[config.mk]
export PLATFORM = sky130hd
export DESIGN_NAME = mux_n_to_1_stream_flat
export DESIGN_NICKNAME = d
export VERILOG_FILES = /design/src/rtl/mux_n_to_1_stream_pkg.sv /design/src/rtl/mux_n_to_1_stream_if.sv /design/src/rtl/mux_n_to_1_stream_rr_picker.sv /design/src/rtl/mux_n_to_1_stream.sv /design/src/flat_wrapper.sv
export SDC_FILE = /design/constraint.sdc
export NUM_CORES = 1
export LEC_CHECK = 0
export BUFFER_PORTS_ARGS = -buffer_cell sky130_fd_sc_hd__clkbuf_2
export CAP_MARGIN = 20
export CORE_UTILIZATION = 39
export DETAILED_ROUTE_END_ITERATION = 16
export GPL_TIMING_DRIVEN = 0
export PLACE_DENSITY = 0.74
export SLEW_MARGIN = 20
export SYNTH_ARGS = -nofsm -noshare
export SYNTH_HDL_FRONTEND = slang
export SYNTH_SLANG_ARGS = --single-unit
[constraint.sdc]
create_clock -name clk -period 2.69 [get_ports clk]
set_clock_uncertainty 0.05 [all_clocks]
set_input_delay 0.269 -clock clk [delete_from_list [all_inputs] [get_ports clk]]
set_output_delay 0.269 -clock clk [all_outputs]
set_load 0.05 [all_outputs]
[src/rtl/mux_n_to_1_stream_pkg.sv]
// Shared definitions for the N-to-1 stream multiplexer: channel-choice modes
// and the constant clog2 used to size the channel-index ports.
package mux_n_to_1_stream_pkg;

  typedef enum logic {
    MODE_FIXED = 1'b0,
    MODE_RR    = 1'b1
  } mode_e;

  function automatic int clog2(input int value);
    int r;
    r = 0;
    for (int i = 0; i < 31; i++) begin
      r = ((32'sd1 <<< i) < value) ? (i + 1) : r;
    end
    return r;
  endfunction

endpackage

[src/rtl/mux_n_to_1_stream_if.sv]
// Handshake bundle between the producers, the multiplexer and the consumer.
interface mux_n_to_1_stream_if
  import mux_n_to_1_stream_pkg::*;
#(
  parameter int b = 8,
  parameter int N = 4
);
  localparam int SW = clog2(N);

  logic [N*b-1:0] in_data;
  logic [N-1:0]   in_valid;
  logic [N-1:0]   in_ready;
  logic           mode;
  logic [SW-1:0]  sel;
  logic [b-1:0]   out_data;
  logic [SW-1:0]  out_chan;
  logic           out_valid;
  logic           out_ready;

  modport master (
    output in_data, in_valid, mode, sel, out_ready,
    input  in_ready, out_data, out_chan, out_valid
  );

  modport slave (
    input  in_data, in_valid, mode, sel, out_ready,
    output in_ready, out_data, out_chan, out_valid
  );

endinterface

[src/rtl/mux_n_to_1_stream_rr_picker.sv]
// Round-robin picker: first requesting channel at or after ptr, wrapping mod N.
// Rotates the request vector so ptr sits at bit 0, then priority-scans.
module mux_n_to_1_stream_rr_picker
  import mux_n_to_1_stream_pkg::*;
#(
  parameter int N  = 4,
  parameter int SW = clog2(N)
) (
  input  logic [N-1:0]  req_i,
  input  logic [SW-1:0] ptr_i,
  output logic [SW-1:0] g_o,
  output logic          gv_o
);

  logic [N-1:0]  rot_s;
  logic [SW-1:0] off_s;
  logic [SW:0]   sum_s;

  // Rotated priority scan; the offset is added back to ptr with an explicit wrap at N
  always_comb begin
    rot_s = N'({req_i, req_i} >> ptr_i);
    off_s = '0;
    for (int i = N - 1; i >= 0; i--) begin
      off_s = rot_s[i] ? SW'(i) : off_s;
    end
    sum_s = {1'b0, ptr_i} + {1'b0, off_s};
    g_o   = (sum_s >= (SW+1)'(N)) ? SW'(sum_s - (SW+1)'(N)) : sum_s[SW-1:0];
    gv_o  = |req_i;
  end

endmodule

[src/rtl/mux_n_to_1_stream.sv]
// Registered N-channel stream multiplexer with valid/ready on every input and
// on the output; channel chosen by sel (FIXED) or by round-robin rotation (RR).
module mux_n_to_1_stream
  import mux_n_to_1_stream_pkg::*;
#(
  parameter int b = 8,
  parameter int N = 4
) (
  input logic               clk,
  input logic               reset,
  mux_n_to_1_stream_if.slave bus
);

  localparam int SW = clog2(N);

  logic [b-1:0]  out_data_q, out_data_d;
  logic [SW-1:0] out_chan_q, out_chan_d;
  logic          out_valid_q, out_valid_d;
  logic [SW-1:0] rr_ptr_q, rr_ptr_d;

  logic [SW-1:0] rr_g_s, g_s;
  logic          rr_gv_s, gv_s, slot_free_s;
  logic [b-1:0]  sel_data_s;
  logic [N-1:0]  in_ready_s;

  mux_n_to_1_stream_rr_picker #(
    .N  (N),
    .SW (SW)
  ) u_rr_picker (
    .req_i (bus.in_valid),
    .ptr_i (rr_ptr_q),
    .g_o   (rr_g_s),
    .gv_o  (rr_gv_s)
  );

  // Grant selection, data mux and per-channel ready decode
  always_comb begin
    g_s         = bus.sel;
    gv_s        = 1'b0;
    sel_data_s  = '0;
    in_ready_s  = '0;
    slot_free_s = ~out_valid_q | bus.out_ready;
    if (bus.mode == MODE_RR) begin
      g_s  = rr_g_s;
      gv_s = rr_gv_s;
    end else begin
      // An out-of-range sel matches no channel, so nothing is granted
      for (int i = 0; i < N; i++) begin
        gv_s = (bus.sel == SW'(i)) ? bus.in_valid[i] : gv_s;
      end
    end
    for (int i = 0; i < N; i++) begin
      sel_data_s    = (g_s == SW'(i)) ? bus.in_data[i*b +: b] : sel_data_s;
      in_ready_s[i] = gv_s & slot_free_s & (g_s == SW'(i)) & ~reset;
    end
  end

  // Next-state for the output slot and the round-robin pointer
  always_comb begin
    out_data_d  = out_data_q;
    out_chan_d  = out_chan_q;
    out_valid_d = out_valid_q;
    rr_ptr_d    = rr_ptr_q;
    if (slot_free_s) begin
      if (gv_s) begin
        out_data_d  = sel_data_s;
        out_chan_d  = g_s;
        out_valid_d = 1'b1;
        rr_ptr_d    = (g_s == SW'(N - 1)) ? '0 : g_s + SW'(1);
      end else begin
        out_valid_d = 1'b0;
      end
    end else begin
      out_valid_d = out_valid_q;
    end
  end

  // Output word, channel tag and pointer registers
  always_ff @(posedge clk or posedge reset) begin
    if (reset) begin
      out_data_q  <= '0;
      out_chan_q  <= '0;
      out_valid_q <= 1'b0;
      rr_ptr_q    <= '0;
    end else begin
      out_data_q  <= out_data_d;
      out_chan_q  <= out_chan_d;
      out_valid_q <= out_valid_d;
      rr_ptr_q    <= rr_ptr_d;
    end
  end

  assign bus.in_ready  = in_ready_s;
  assign bus.out_data  = out_data_q;
  assign bus.out_chan  = out_chan_q;
  assign bus.out_valid = out_valid_q;

endmodule

[src/flat_wrapper.sv]
// flat-port wrapper written by rule: the top's interface ports become plain ports
module mux_n_to_1_stream_flat import mux_n_to_1_stream_pkg::*;
#(
  parameter int b = 8,
  parameter int N = 4
)
  (clk, reset, bus_in_data, bus_in_valid, bus_mode, bus_sel, bus_out_ready, bus_in_ready, bus_out_data, bus_out_chan, bus_out_valid);
  mux_n_to_1_stream_if #(.b(b), .N(N)) bus_i ();
  input logic clk;
  input logic reset;
  input wire logic [$bits(bus_i.in_data)-1:0] bus_in_data;
  input wire logic [$bits(bus_i.in_valid)-1:0] bus_in_valid;
  input wire logic [$bits(bus_i.mode)-1:0] bus_mode;
  input wire logic [$bits(bus_i.sel)-1:0] bus_sel;
  input wire logic [$bits(bus_i.out_ready)-1:0] bus_out_ready;
  output wire logic [$bits(bus_i.in_ready)-1:0] bus_in_ready;
  output wire logic [$bits(bus_i.out_data)-1:0] bus_out_data;
  output wire logic [$bits(bus_i.out_chan)-1:0] bus_out_chan;
  output wire logic [$bits(bus_i.out_valid)-1:0] bus_out_valid;
  assign bus_i.in_data = bus_in_data;
  assign bus_i.in_valid = bus_in_valid;
  assign bus_i.mode = bus_mode;
  assign bus_i.sel = bus_sel;
  assign bus_i.out_ready = bus_out_ready;
  assign bus_in_ready = bus_i.in_ready;
  assign bus_out_data = bus_i.out_data;
  assign bus_out_chan = bus_i.out_chan;
  assign bus_out_valid = bus_i.out_valid;
  mux_n_to_1_stream #(.b(b), .N(N)) u_core (.clk(clk), .reset(reset), .bus(bus_i));
endmodule
==> results of run 1 <==
## metal layers
metal	GRT usage	part of all wire	up-vias
met1	0.289	0.39	600
li1	-	-	604
met2	0.417	0.56	45
met5	0	0	-
met4	0.0921	0.012	0
met3	0.0282	0.033	6
## area by class of cell
class | count | area (um2)
Buffer | 7 | 96.3
Clock buffer | 4 | 26.3
Fill cell | 163 | 626
Inverter | 4 | 15.0
Multi-Input combinational cell | 102 | 893
Sequential cell | 13 | 325
Tap cell | 30 | 37.5
Timing Repair Buffer | 69 | 480
## placed cells by master (no fill, tap or decap), drive strengths merged
cell type | netlist | final
dfrtp | 13 | 13
a21o | 1 | 1
o21ai | 11 | 11
inv | 4 | 4
mux2 | 2 | 2
nor2 | 10 | 10
dlygate4sd3 | 0 | 1
nor3b | 1 | 1
and2 | 4 | 4
mux4 | 1 | 1
a211oi | 1 | 1
ha | 5 | 5
o31ai | 2 | 2
nor2b | 9 | 9
o32ai | 2 | 2
nand2b | 3 | 3
clkbuf | 4 | 60
o41a | 1 | 1
xnor2 | 2 | 2
a221oi | 7 | 7
and2b | 1 | 1
nor3 | 7 | 7
nand2 | 15 | 15
nand3b | 1 | 1
a32oi | 1 | 1
a21oi | 15 | 15
buf | 4 | 19
## synthesized netlist by cell type (all sizes together)
cell / number / area [um2]
a211oi: 1 / 7.51
a21o: 1 / 7.51
a21oi: 15 / 75.1
a221oi: 7 / 61.3
a32oi: 1 / 8.76
and2: 4 / 25.0
and2b: 1 / 7.51
buf: 4 / 37.5
clkbuf: 4 / 15.0
dfrtp: 13 / 325
ha: 5 / 62.6
inv: 4 / 15.0
mux2: 2 / 22.5
mux4: 1 / 22.5
nand2: 15 / 56.3
nand2b: 3 / 18.8
nand3b: 1 / 7.51
nor2: 10 / 37.5
nor2b: 9 / 56.3
nor3: 7 / 35.0
nor3b: 1 / 7.51
o21ai: 11 / 66.3
o31ai: 2 / 15.0
o32ai: 2 / 17.5
o41a: 1 / 11.3
xnor2: 2 / 17.5
## report_power, final
group	switching [uW]	internal, uW
logic	978	821
registers	59.2	279
clock network	70.3	57.7
total	1110	1160
## worst min-delay path by stage
stage,to,depth (start not counted)
4_1_cts,u_core.bus.out_data[1],3
3_3_place_gp,u_core.bus.out_data[6],2
6_report,u_core.bus.out_data[2],3
3_5_place_dp,u_core.bus.out_data[6],2
5_1_grt,u_core.bus.out_data[0],3
2_1_floorplan,u_core.bus.out_chan[0],1
## per-stage QoR
step / setup WS [ns] / instance area (um2)
after CTS: -0.338 / 1680
after floorplan: -0.0134 / 1060
final: -0.268 / 1870
after global routing: -0.368 / 1870
after detailed placement: -0.460 / 1380
after global placement: -0.374 / 1380
## kinds of logic after synthesis
logic type | count (synthesis) | synth area share
AOI/OAI and AO/OA | 41 | 0.260
adders and majority gates | 5 | 0.0602
and+or+nand+nor | 51 | 0.242
xor gates and xnor gates | 2 | 0.0169
DFF | 13 | 0.313
buffers and inverters | 12 | 0.0650
muxes | 3 | 0.0433
## sequential cells by signal, summed over array words and instances (netlist names)
name	flops
u_core.rr_ptr_q	2
u_core.bus.out_valid	1
u_core.bus.out_data	8
u_core.bus.out_chan	2
## worst max-delay path: cells and delay by family, from the launching register on
family,cells,cell delay [ns]
AND/OR/NAND/NOR,3,0.24
buffers and inverters,4,0.54
flip-flops,1,0.35
adder cells (fa/ha/maj),2,0.38
XOR/XNOR,2,0.31
AO/OA/AOI/OAI,4,0.53
## what timing repair did
action / CTS / global route
hold buffers: 1 / 0
hold endpoints to repair: 13 / 0
endpoints found under the setup margin: 13 / 12
pin swaps: 13 / 11
setup buffers: 8 / 5
resized for setup: 41 / 30
==> qor.csv, run 1 <==
metric,value,unit
status,"finished, violations left",
area_growth,80.3,%
setup_violations,12,
holdWs,0.208,ns
total_power,2260,uW
die_area,2880,um2
reg2reg_depth,18,
track_usage,0.236,
ant_nets,0,
start_kind,register,
synth_warnings,0,
fp.dieW,53.6,um
synth_cells,127,
routed_wl,3780,um
crit_type,register to output pin,
tightest_slew,0.499,ns
finalCritPeriodShare,1.10,
synth.cell_area,1040,um2
power_density,1210,nW/um2
rows,18,
setup_ws,-0.268,ns
finalNonFillerCells,229,
viasPerCell,5.48,
max_stage_delay,0.35,ns
cts_tree,yes,
cts.sinks,13,
h-tree-depth,1,
dp.cells,212,
root_buffer,clkbuf_4,
reg2reg_to,u_core.bus.out_data[1],
worst-r2r-setup-slack,-0.24,ns
die_h,53.6,um
failed_checks,negative setup slack,
cp-startpoint,u_core.rr_ptr_q[1],
tns,-2.84,ns
antenna_found_initial,0,
ys_ff_latch,13,
report.final.hold_viol_count,0,
syn_avg_cell_area,8.19,um2
slowest_stage,dfrtp_1,
num_io_pins,57,
synth_nets,174,
grt_pass1_vias,1067,
worstPathMaxFanout,4,
rsz0062_at_grt,yes,
grt_pass1_wl,4850,um
leakagePower,0.000858,uW
drtIter0Drc,16,
vias,1255,
crit_required,2.37,ns
ys_types,28,
cap_violations,0,
cts_made_buffers,3,
cp.arrival,2.64,ns
gp_congestion,0.767,
wl_per_cell,16.5,um
post-dp-hpwl,2220,um
drive_gt1_frac,0.578,
dr.pass1.iters,4,
core-area,2500,um2
numPortBuffers,55,
route.detailed.drc,0,
min_period,2.96,ns
hold_start,bus_in_data[26],
fin_util,0.750,
crit_path_end,bus_in_ready[1],
worstPathCellList,"buf_6, nand2_2, a21oi_2, nor2_1, a211oi_2, a21oi_2, ha_2, xnor2_2, xnor2_2, buf_4, a21o_1, ha_4, buf_8, and2_4, clkbuf_16",
synth_seq_area_share,0.313,
cp-end-kind,output pin,
initial_core_util,0.416,
min_path_type,input pin to register,
ir_drop,1.11,mV
grt_max_degree,14,
r2r-start,u_core.rr_ptr_q[1],
clkLatencyLatePin,0.29,ns
drv_slew,0,
layout.nets,247,
clockBufferDepth,2,
antennaDiodeCount,0,
relSlewSlack,0.667,
grt_remaining_overflow,0,
clock.fmax,338,MHz
path_clk_slew,0.09,ns
Note: power is estimated with default switching activity, not from simulation.
==> inputs of run 2 (changes only) <==
Settings changed: ABC_AREA set to 1.
==> run 2 against run 1 <==
- the run still ends with negative setup slack left
- worst hold slack got worse by 0.10 ns
- critical path depth rose by 1
- first-iteration DRC count rose by 120%
- sequential share of layout area rose by 0.77 points
- final cell count rose by 14%
- highest routed layer unchanged
==> qor.csv, run 2 <==
metric,value,unit,change
largest_reg_flops,8,,unchanged
tns,-0.651,ns,+2.19 ns
drive_gt1_frac,0.548,,-0.0301
synth_seq_area_share,0.310,,-0.00261
synth_common_cells,"nand2_1, nor2_1, dfrtp_1",,
clockBufferDepth,2,,unchanged
status,"finished, violations left",,
synth_top_cell_by_area,dfrtp_1,,
synth-edff-count,0,,unchanged
antenna_found_initial,0,,unchanged
ir_drop,0.913,mV,-18%
grt_max_degree,15,,+1
die_area,2900,um2,+0.80%
worstPathMaxFanout,6,,+2
grt_pass1_wl,5470,um,+13%
final_cell_mix,"clkbuf_2, nand2_1, buf_4",,
cp.arrival,2.56,ns,-0.08 ns
cts_tree,yes,,
wl_per_cell,13.0,um,-21%
route.detailed.drc,0,,unchanged
leakagePower,0.000908,uW,+5.9%
cp-end-kind,output pin,,
clkLatencyLatePin,0.26,ns,-0.03 ns
core-area,2500,um2,unchanged
failed_checks,negative setup slack,,
finalCritPeriodShare,1.07,,-0.0298
rsz0062_at_grt,yes,,
drv_slew,0,,unchanged
post-dp-hpwl,2210,um,-0.26%
final_common_cell,clkbuf_2,,
synth_cells,157,,+24%
numPortBuffers,56,,+1.8%
crit_required,2.37,ns,about the same
initial_core_util,0.419,,+0.00350
die_h,53.9,um,+0.40%
cts_made_buffers,3,,unchanged
grt_pass1_vias,1243,,+16%
ys_types,25,,-11%
vias,1334,,+6.3%
min_period,2.88,ns,-0.0802 ns
crit_type,register to output pin,,
layout.nets,278,,+13%
total_power,2230,uW,-1.4%
ant_nets,0,,unchanged
area_growth,71.8,%,
fin_util,0.721,,-0.0290
synthArstFlopShare,1.00,,unchanged
synth.cell_area,1050,um2,+0.84%
synth_warnings,0,,unchanged
min_path_type,input pin to asynchronous set/reset pin,,
antennaDiodeCount,0,,unchanged
drtIter0Drc,35,,+19
fp.dieW,53.9,um,+0.40%
track_usage,0.257,,+0.0211
cp-startpoint,u_core.rr_ptr_q[0],,
synth_top_area_frac,0.310,,-0.00261
synth_nets,204,,+17%
start_kind,register,,
clock.fmax,347,MHz,+2.8%
fillers,196,,+20%
setup_violations,7,,-5
synth_top_flop_cell,dfrtp_1,,
setup_ws,-0.188,ns,+0.0802 ns
netlist_top_cells_area,"dfrtp_1, nand2_1, o211ai_1, nor2_1, ha_1",,
path_clk_slew,0.08,ns,about the same
syn_avg_cell_area,6.68,um2,-18%
cts.sinks,13,,unchanged
relSlewSlack,0.609,,-0.0576
rows,18,,unchanged
cap_violations,0,,unchanged
root_buffer,clkbuf_4,,
power_density,1240,nW/um2,+2.6%
dr.pass1.iters,4,,unchanged
viasPerCell,5.13,,-6.4%
routed_wl,3370,um,-11%
gp_congestion,0.756,,-1.4%
num_io_pins,57,,unchanged
synth_most_common_cell,nand2_1,,
r2r-start,u_core.rr_ptr_q[0],,
place_worst_setup_slack,-0.349,ns,+0.111 ns
holdWs,0.105,ns,-0.103 ns
report.final.hold_viol_count,0,,unchanged
ys_ff_latch,13,,unchanged
grt_remaining_overflow,0,,unchanged
h-tree-depth,1,,unchanged
tightest_slew,0.586,ns,+0.0863 ns
==> run 2: worst paths after layout <==
path,endpoint,slack [ns],cells after the start
setup / recovery,bus_in_ready[0],-0.19,16
hold / removal,u_core.bus.out_data[1],0.11,2
setup reg to reg,u_core.bus.out_data[6],-0.01,18
hold reg to reg,u_core.bus.out_chan[1],0.44,2
max in group asynchronous,u_core.rr_ptr_q[0],2.07,2
min in group clk,u_core.bus.out_data[2],0.18,3
==> run 2: area by class of cell <==
cell class / count / area, um2 / area share
Timing Repair Buffer: 72 / 440 / 0.244
Tap cell: 30 / 37.5 / 0.0208
Inverter: 16 / 103 / 0.0569
Multi-Input combinational cell: 123 / 846 / 0.469
Clock buffer: 4 / 26.3 / 0.0146
Sequential cell: 13 / 327 / 0.181
Buffer: 2 / 22.5 / 0.0125
==> run 2: metal layers <==
metal | GRT usage | routed length (um)
met4 | 0.0789 | 42
met1 | 0.363 | 1450
met3 | 0.0254 | 200
met2 | 0.407 | 1680
met5 | 0 | 0
==> run 2: per-stage QoR <==
| stage | std cells | area, um2 |
|---|---|---|
| after floorplan | 157 | 1090 |
| after global placement | 243 | 1410 |
| after detailed placement | 243 | 1410 |
| after CTS | 260 | 1770 |
| after global routing | 260 | 1800 |
| final | 260 | 1800 |
==> run 2: what timing repair did <==
item                                    in CTS  in global routing
setup buffers                               13                  4
hold endpoints to repair                     0                  0
resized for setup                           61                 13
hold buffers                                 0                  0
endpoints found under the setup margin      12                 12
pin swaps                                   17                 20
==> run 2: logic make-up (layout without fill, tap and decap cells) <==
kind of cell | count (synthesis) | in the layout | share of synthesized area
AND/OR/NAND/NOR | 87 | 87 | 0.351
AO/OA/AOI/OAI | 30 | 30 | 0.177
buffers and inverters | 21 | 94 | 0.0943
flip-flops | 13 | 13 | 0.310
adder cells (fa/ha/maj) | 5 | 5 | 0.0597
XOR/XNOR | 1 | 1 | 0.00835
==> run 2: critical path, cell delays in order (launching register included) <==
cell	delay, ns
dfrtp_2	0.47
clkinv_4	0.12
nand2_4	0.10
nand3_2	0.07
nand2_2	0.09
nand3_2	0.07
a21boi_2	0.13
ha_2	0.20
xnor2_2	0.11
nand2_1	0.09
nand3_2	0.09
nand2_4	0.09
inv_4	0.10
ha_4	0.15
inv_4	0.05
nor3_4	0.20
buf_8	0.17
==> run 2: power breakdown <==
| group | switching, uW | internal [uW] |
|---|---|---|
| Sequential | 62.5 | 290 |
| Combinational | 1090 | 668 |
| Clock | 62.5 | 57.3 |
